## config.mk

```make
export PLATFORM = sky130hd
export DESIGN_NAME = dmux_1x2_16_buf
export DESIGN_NICKNAME = d
export VERILOG_FILES = /design/src/rtl/dmux_1x2_16_buf_pkg.sv /design/src/rtl/dmux_1x2_16_buf_fifo.sv /design/src/rtl/dmux_1x2_16_buf.sv
export SDC_FILE = /design/constraint.sdc
export NUM_CORES = 1
export LEC_CHECK = 0
export BUFFER_PORTS_ARGS = -buffer_cell sky130_fd_sc_hd__buf_2
export CORE_ASPECT_RATIO = 1.2
export CORE_MARGIN = 8
export CORE_UTILIZATION = 48
export CTS_CLUSTER_DIAMETER = 120
export CTS_CLUSTER_SIZE = 12
export DETAILED_ROUTE_END_ITERATION = 8
export GPL_TIMING_DRIVEN = 0
export PLACE_DENSITY = 0.72
export SLEW_MARGIN = 0
export SYNTH_ARGS = -nofsm -noshare
export SYNTH_HDL_FRONTEND = slang
export SYNTH_HIERARCHICAL = 1
export SYNTH_SLANG_ARGS = --single-unit
export TNS_END_PERCENT = 20
```

## constraint.sdc

```tcl
create_clock -name clk -period 3.1 [get_ports clk]
set_input_delay 0.93 -clock clk [delete_from_list [all_inputs] [get_ports clk]]
set_output_delay 0.93 -clock clk [all_outputs]
set_load 0.02 [all_outputs]
```

## src/rtl/dmux_1x2_16_buf_pkg.sv

```systemverilog
// Shared definitions for the buffered 16-bit 1:2 demultiplexer.
package dmux_1x2_16_buf_pkg;

  localparam int unsigned WIDTH_DEF = 16;
  localparam int unsigned DEPTH_DEF = 2;

  typedef enum logic {
    CH_A = 1'b0,
    CH_B = 1'b1
  } ch_sel_e;

endpackage

```

## src/rtl/dmux_1x2_16_buf_fifo.sv

```systemverilog
// Per-channel synchronous FIFO; head output reads as zero whenever the FIFO is empty.
module sync_fifo_16
  import dmux_1x2_16_buf_pkg::*;
#(
  parameter int unsigned WIDTH = WIDTH_DEF,
  parameter int unsigned DEPTH = DEPTH_DEF
) (
  input  logic                     clk,
  input  logic                     reset,
  input  logic                     push,
  input  logic [WIDTH-1:0]         push_data,
  input  logic                     pop,
  output logic                     full,
  output logic                     empty,
  output logic [$clog2(DEPTH):0]   count,
  output logic [WIDTH-1:0]         head_data
);

  localparam int unsigned PW = $clog2(DEPTH);
  localparam int unsigned CW = $clog2(DEPTH) + 1;

  logic [WIDTH-1:0] mem [DEPTH];
  logic [PW-1:0]    wr_ptr;
  logic [PW-1:0]    rd_ptr;
  logic [CW-1:0]    cnt;
  logic             push_ok;
  logic             pop_ok;

  assign full    = (cnt == CW'(DEPTH));
  assign empty   = (cnt == '0);
  assign push_ok = push & ~full;
  assign pop_ok  = pop & ~empty;
  assign count   = cnt;

  always_ff @(posedge clk) begin
    if (reset) begin
      wr_ptr <= '0;
      rd_ptr <= '0;
      cnt    <= '0;
    end else begin
      if (push_ok) wr_ptr <= wr_ptr + PW'(1);
      if (pop_ok)  rd_ptr <= rd_ptr + PW'(1);
      case ({push_ok, pop_ok})
        2'b10:   cnt <= cnt + CW'(1);
        2'b01:   cnt <= cnt - CW'(1);
        default: cnt <= cnt;
      endcase
    end
  end

  // Storage is not cleared on reset; the zero-gated head hides stale entries.
  always_ff @(posedge clk) begin
    if (!reset && push_ok) mem[wr_ptr] <= push_data;
  end

  always_comb begin
    head_data = '0;
    if (!empty) head_data = mem[rd_ptr];
  end

endmodule

```

## src/rtl/dmux_1x2_16_buf.sv

```systemverilog
// Buffered 16-bit 1:2 demultiplexer: steers each accepted word into channel A or B FIFO.
module dmux_1x2_16_buf
  import dmux_1x2_16_buf_pkg::*;
#(
  parameter int unsigned WIDTH = WIDTH_DEF,
  parameter int unsigned DEPTH = DEPTH_DEF
) (
  input  logic                   clk,
  input  logic                   reset,
  input  logic [WIDTH-1:0]       in_data,
  input  logic                   in_sel,
  input  logic                   in_valid,
  output logic                   in_ready,
  output logic [WIDTH-1:0]       a_data,
  output logic                   a_valid,
  input  logic                   a_ready,
  output logic [WIDTH-1:0]       b_data,
  output logic                   b_valid,
  input  logic                   b_ready,
  output logic [$clog2(DEPTH):0] a_count,
  output logic [$clog2(DEPTH):0] b_count
);

  ch_sel_e sel;
  logic    a_full, b_full, a_empty, b_empty;
  logic    push_a, push_b;

  assign sel      = ch_sel_e'(in_sel);
  // Ready depends only on the select and FIFO state, never on in_valid.
  assign in_ready = (sel == CH_B) ? ~b_full : ~a_full;
  assign push_a   = in_valid & in_ready & (sel == CH_A);
  assign push_b   = in_valid & in_ready & (sel == CH_B);
  assign a_valid  = ~a_empty;
  assign b_valid  = ~b_empty;

  sync_fifo_16 #(
    .WIDTH (WIDTH),
    .DEPTH (DEPTH)
  ) u_fifo_a (
    .clk       (clk),
    .reset     (reset),
    .push      (push_a),
    .push_data (in_data),
    .pop       (a_ready),
    .full      (a_full),
    .empty     (a_empty),
    .count     (a_count),
    .head_data (a_data)
  );

  sync_fifo_16 #(
    .WIDTH (WIDTH),
    .DEPTH (DEPTH)
  ) u_fifo_b (
    .clk       (clk),
    .reset     (reset),
    .push      (push_b),
    .push_data (in_data),
    .pop       (b_ready),
    .full      (b_full),
    .empty     (b_empty),
    .count     (b_count),
    .head_data (b_data)
  );

endmodule

```

==> flow_metrics.tcl <==
set metrics [dict create \
    die_area_mm2 0.00874 \
    rsz0062_at_grt "no" \
    avgSynthCellArea_um2 15.1 \
    cts_buffers 9 \
    clk_latency_ns 0.33 \
    start_util 0.485 \
    multi_input_area_um2 719 \
    dpl.hpwl_um 4010 \
    status "completed" \
    max_freq_mhz 367 \
    gr-usage-all-layers 0.137 \
    crit_slowest_cell "nor2_1" \
    detail_route.first_pass.iterations 4 \
    cts_tree "done" \
    routed-via-count 1693 \
    critPathCaptureType "output pin" \
    wirelength_um 5530 \
    drtIter0Drc 70 \
    numPortBuffers 60 \
    netlist.area_leader.share 0.668 \
    skew_ns 0.00433 \
    synth_ff_type "edfxtp_1" \
    first_global_vias 1801 \
    final_util 0.591 \
    die_w_um 86.7 \
    seqCellArea_mm2 0.00212 \
    grt_max_degree 15 \
    cts-root-buf "clkbuf_8" \
    cts.sinks 74 \
    wl_per_cell_um 15.7 \
    relSlewSlack 0.400 \
    maxCapViolations 0 \
    worst-path-buf-inv 2 \
    fin_crit_sh 0.880 \
    cts_resized 0 \
    grt_pass1_wl_um 8900 \
    peakVddDrop_mv 0.410 \
    antennaDiodeCount 0 \
    rows 31 \
    synth.distinct_cells 18 \
    yosysTopAreaCell "edfxtp_1" \
    gr-total-overflow 0 \
    synth-async-reset-ratio 0 \
    hp-class "reg2reg" \
    powerDensity_mw_per_mm2 800 \
    syn_inst 191 \
    cpPeakStageDelay_ns 0.52 \
    route.detailed.drc 0 \
    finalSetupViolCount 0 \
    crit_type "reg2out" \
    synth_seq_cells 74 \
    gp_congestion 0.689 \
    placed_cells 337 \
    hold_depth 2 \
    syn_nets 215 \
    tightest_slew_ns 0.895 \
    yosys_warnings 6 \
    worst-path-stages 4 \
    dieHeight_um 101 \
    ctsLongestPathBuffers 2 \
    critPathLaunchType "register" \
    layout-drive-gt1-share 0.321 \
    p_leak_nw 1.35 \
    ys_seq_area_frac 0.737 \
    syn_area_mm2 0.00288 \
    antenna_found_initial 0 \
    htree_levels 3 \
    synthTopCellsByArea "edfxtp_1 (67%), mux2i_1 (11%), dfxtp_1 (7.0%)" \
    finalMaxSlewViolations 0 \
    fin_nets 290 \
    final_cells 353 \
    ant_nets 0 \
    ioPinCount 61 \
    cp_cell_sequence "nor2_1 > buf_2 > nor2_1 > buf_2" \
    cts_hold_buf 0 \
    area_growth_pct 21.8 \
    post_cts_buffers 0 \
    final_hold_viol_count 0 \
    arrival_ns 1.80 \
    synth_edf_count 64 \
    fillCellCount 501 \
    cp_top_family "simple AND/OR/NAND/NOR gates" \
    path_clk_slew_ns 0.07 \
    period_minus_slack_ns 2.73 \
    critPathMaxFanout 10 \
    cp.required_ns 2.17 \
    fp.coreArea_mm2 0.00593 \
    vias_per_cell 4.80 \
    r2r_cells 5 \
]
## Yosys cell counts, drive strengths merged (2+ instances only)
library cell  number
edfxtp            64
nor2              40
mux2i             33
dfxtp             10
buf                6
inv                6
o21ai              6
a21oi              4
or3                4
xor2               4
nor3b              3
ha                 2
nand2b             2
nor2b              2
nor3               2
xnor2              2
## kinds of logic after synthesis
logic type      count (synthesis)  share of synthesized area
fa+ha+maj                       2                    0.00869
simple gates                   54                     0.0839
compound gates                 10                     0.0174
flops                          74                      0.737
mux                            33                      0.115
buf+inv                        12                     0.0200
xor+xnor                        6                     0.0183
## metrics by stage
step,cell area (µm²),total power [mW],hold slack [ns],setup slack (ns),setup TNS [ns]
2_1_floorplan,2880,1.90,0.461,0.163,0
3_3_place_gp,3280,2.22,0.476,-0.901,-43.47
3_5_place_dp,3350,2.24,0.498,0.340,0
4_1_cts,3510,2.84,0.513,0.329,0
5_1_grt,3510,2.96,0.543,0.254,0
6_report,3510,2.80,0.512,0.372,0
## state kept, by name, indices dropped and copies added (netlist names), named ones only
name,cells
u_fifo_a/wr_ptr,1
u_fifo_b/mem,32
u_fifo_b/count,2
u_fifo_a/mem,32
u_fifo_b/rd_ptr,1
u_fifo_a/rd_ptr,1
u_fifo_b/wr_ptr,1
u_fifo_a/count,2
## layout make-up
class / instances / area share
Multi-Input combinational cell: 105 / 0.205
Inverter: 6 / 0.00642
Clock buffer: 12 / 0.0385
Clock inverter: 4 / 0.00571
Tap cell: 82 / 0.0293
Sequential cell: 74 / 0.605
Timing Repair Buffer: 64 / 0.0996
Buffer: 6 / 0.00999
## path summary, 6_finish.rpt
path	slack, ns	end	startpoint
max	0.37	a_data[4]	u_fifo_a/count[0]
min	0.51	u_fifo_a/wr_ptr	u_fifo_a/wr_ptr
max reg2reg	0.85	u_fifo_a/mem[1][10]	u_fifo_a/count[0]
min reg2reg	0.51	u_fifo_a/wr_ptr	u_fifo_a/wr_ptr
## power by group
part           switching, mW  leakage [nW]  internal, mW
registers             0.0444         0.663          1.17
logic                  0.638         0.603         0.354
clock network          0.315        0.0839         0.286
## tightest hold or removal path, cell delays in order (launching register included)
cell and delay (ns):
dfxtp_1 0.33, o21ai_0 0.08, a21oi_1 0.06
## routing by layer
| metal | routed length [µm] | up-vias | GRT usage |
|---|---|---|---|
| li1 | - | 838 | - |
| met1 | 2270 | 798 | 0.156 |
| met2 | 2780 | 49 | 0.224 |
| met3 | 401 | 8 | 0.0498 |
| met4 | 70 | 0 | 0.0598 |
| met5 | 0 | - | 0 |
## cells in the final DEF (no fill, tap or decap), types with 3 or more instances in the layout
| cell type | synthesis | routed |
|---|---|---|
| buf_2 | 4 | 64 |
| edfxtp_1 | 64 | 64 |
| nor2_1 | 40 | 40 |
| mux2i_1 | 33 | 33 |
| dfxtp_1 | 10 | 10 |
| clkbuf_8 | 0 | 9 |
| inv_1 | 6 | 6 |
| o21ai_0 | 6 | 6 |
| clkinv_2 | 0 | 4 |
| xor2_1 | 4 | 4 |
| or3_1 | 4 | 4 |
| a21oi_1 | 4 | 4 |
| clkbuf_1 | 0 | 3 |
| buf_6 | 0 | 3 |
(Power assumes the default switching activity.)
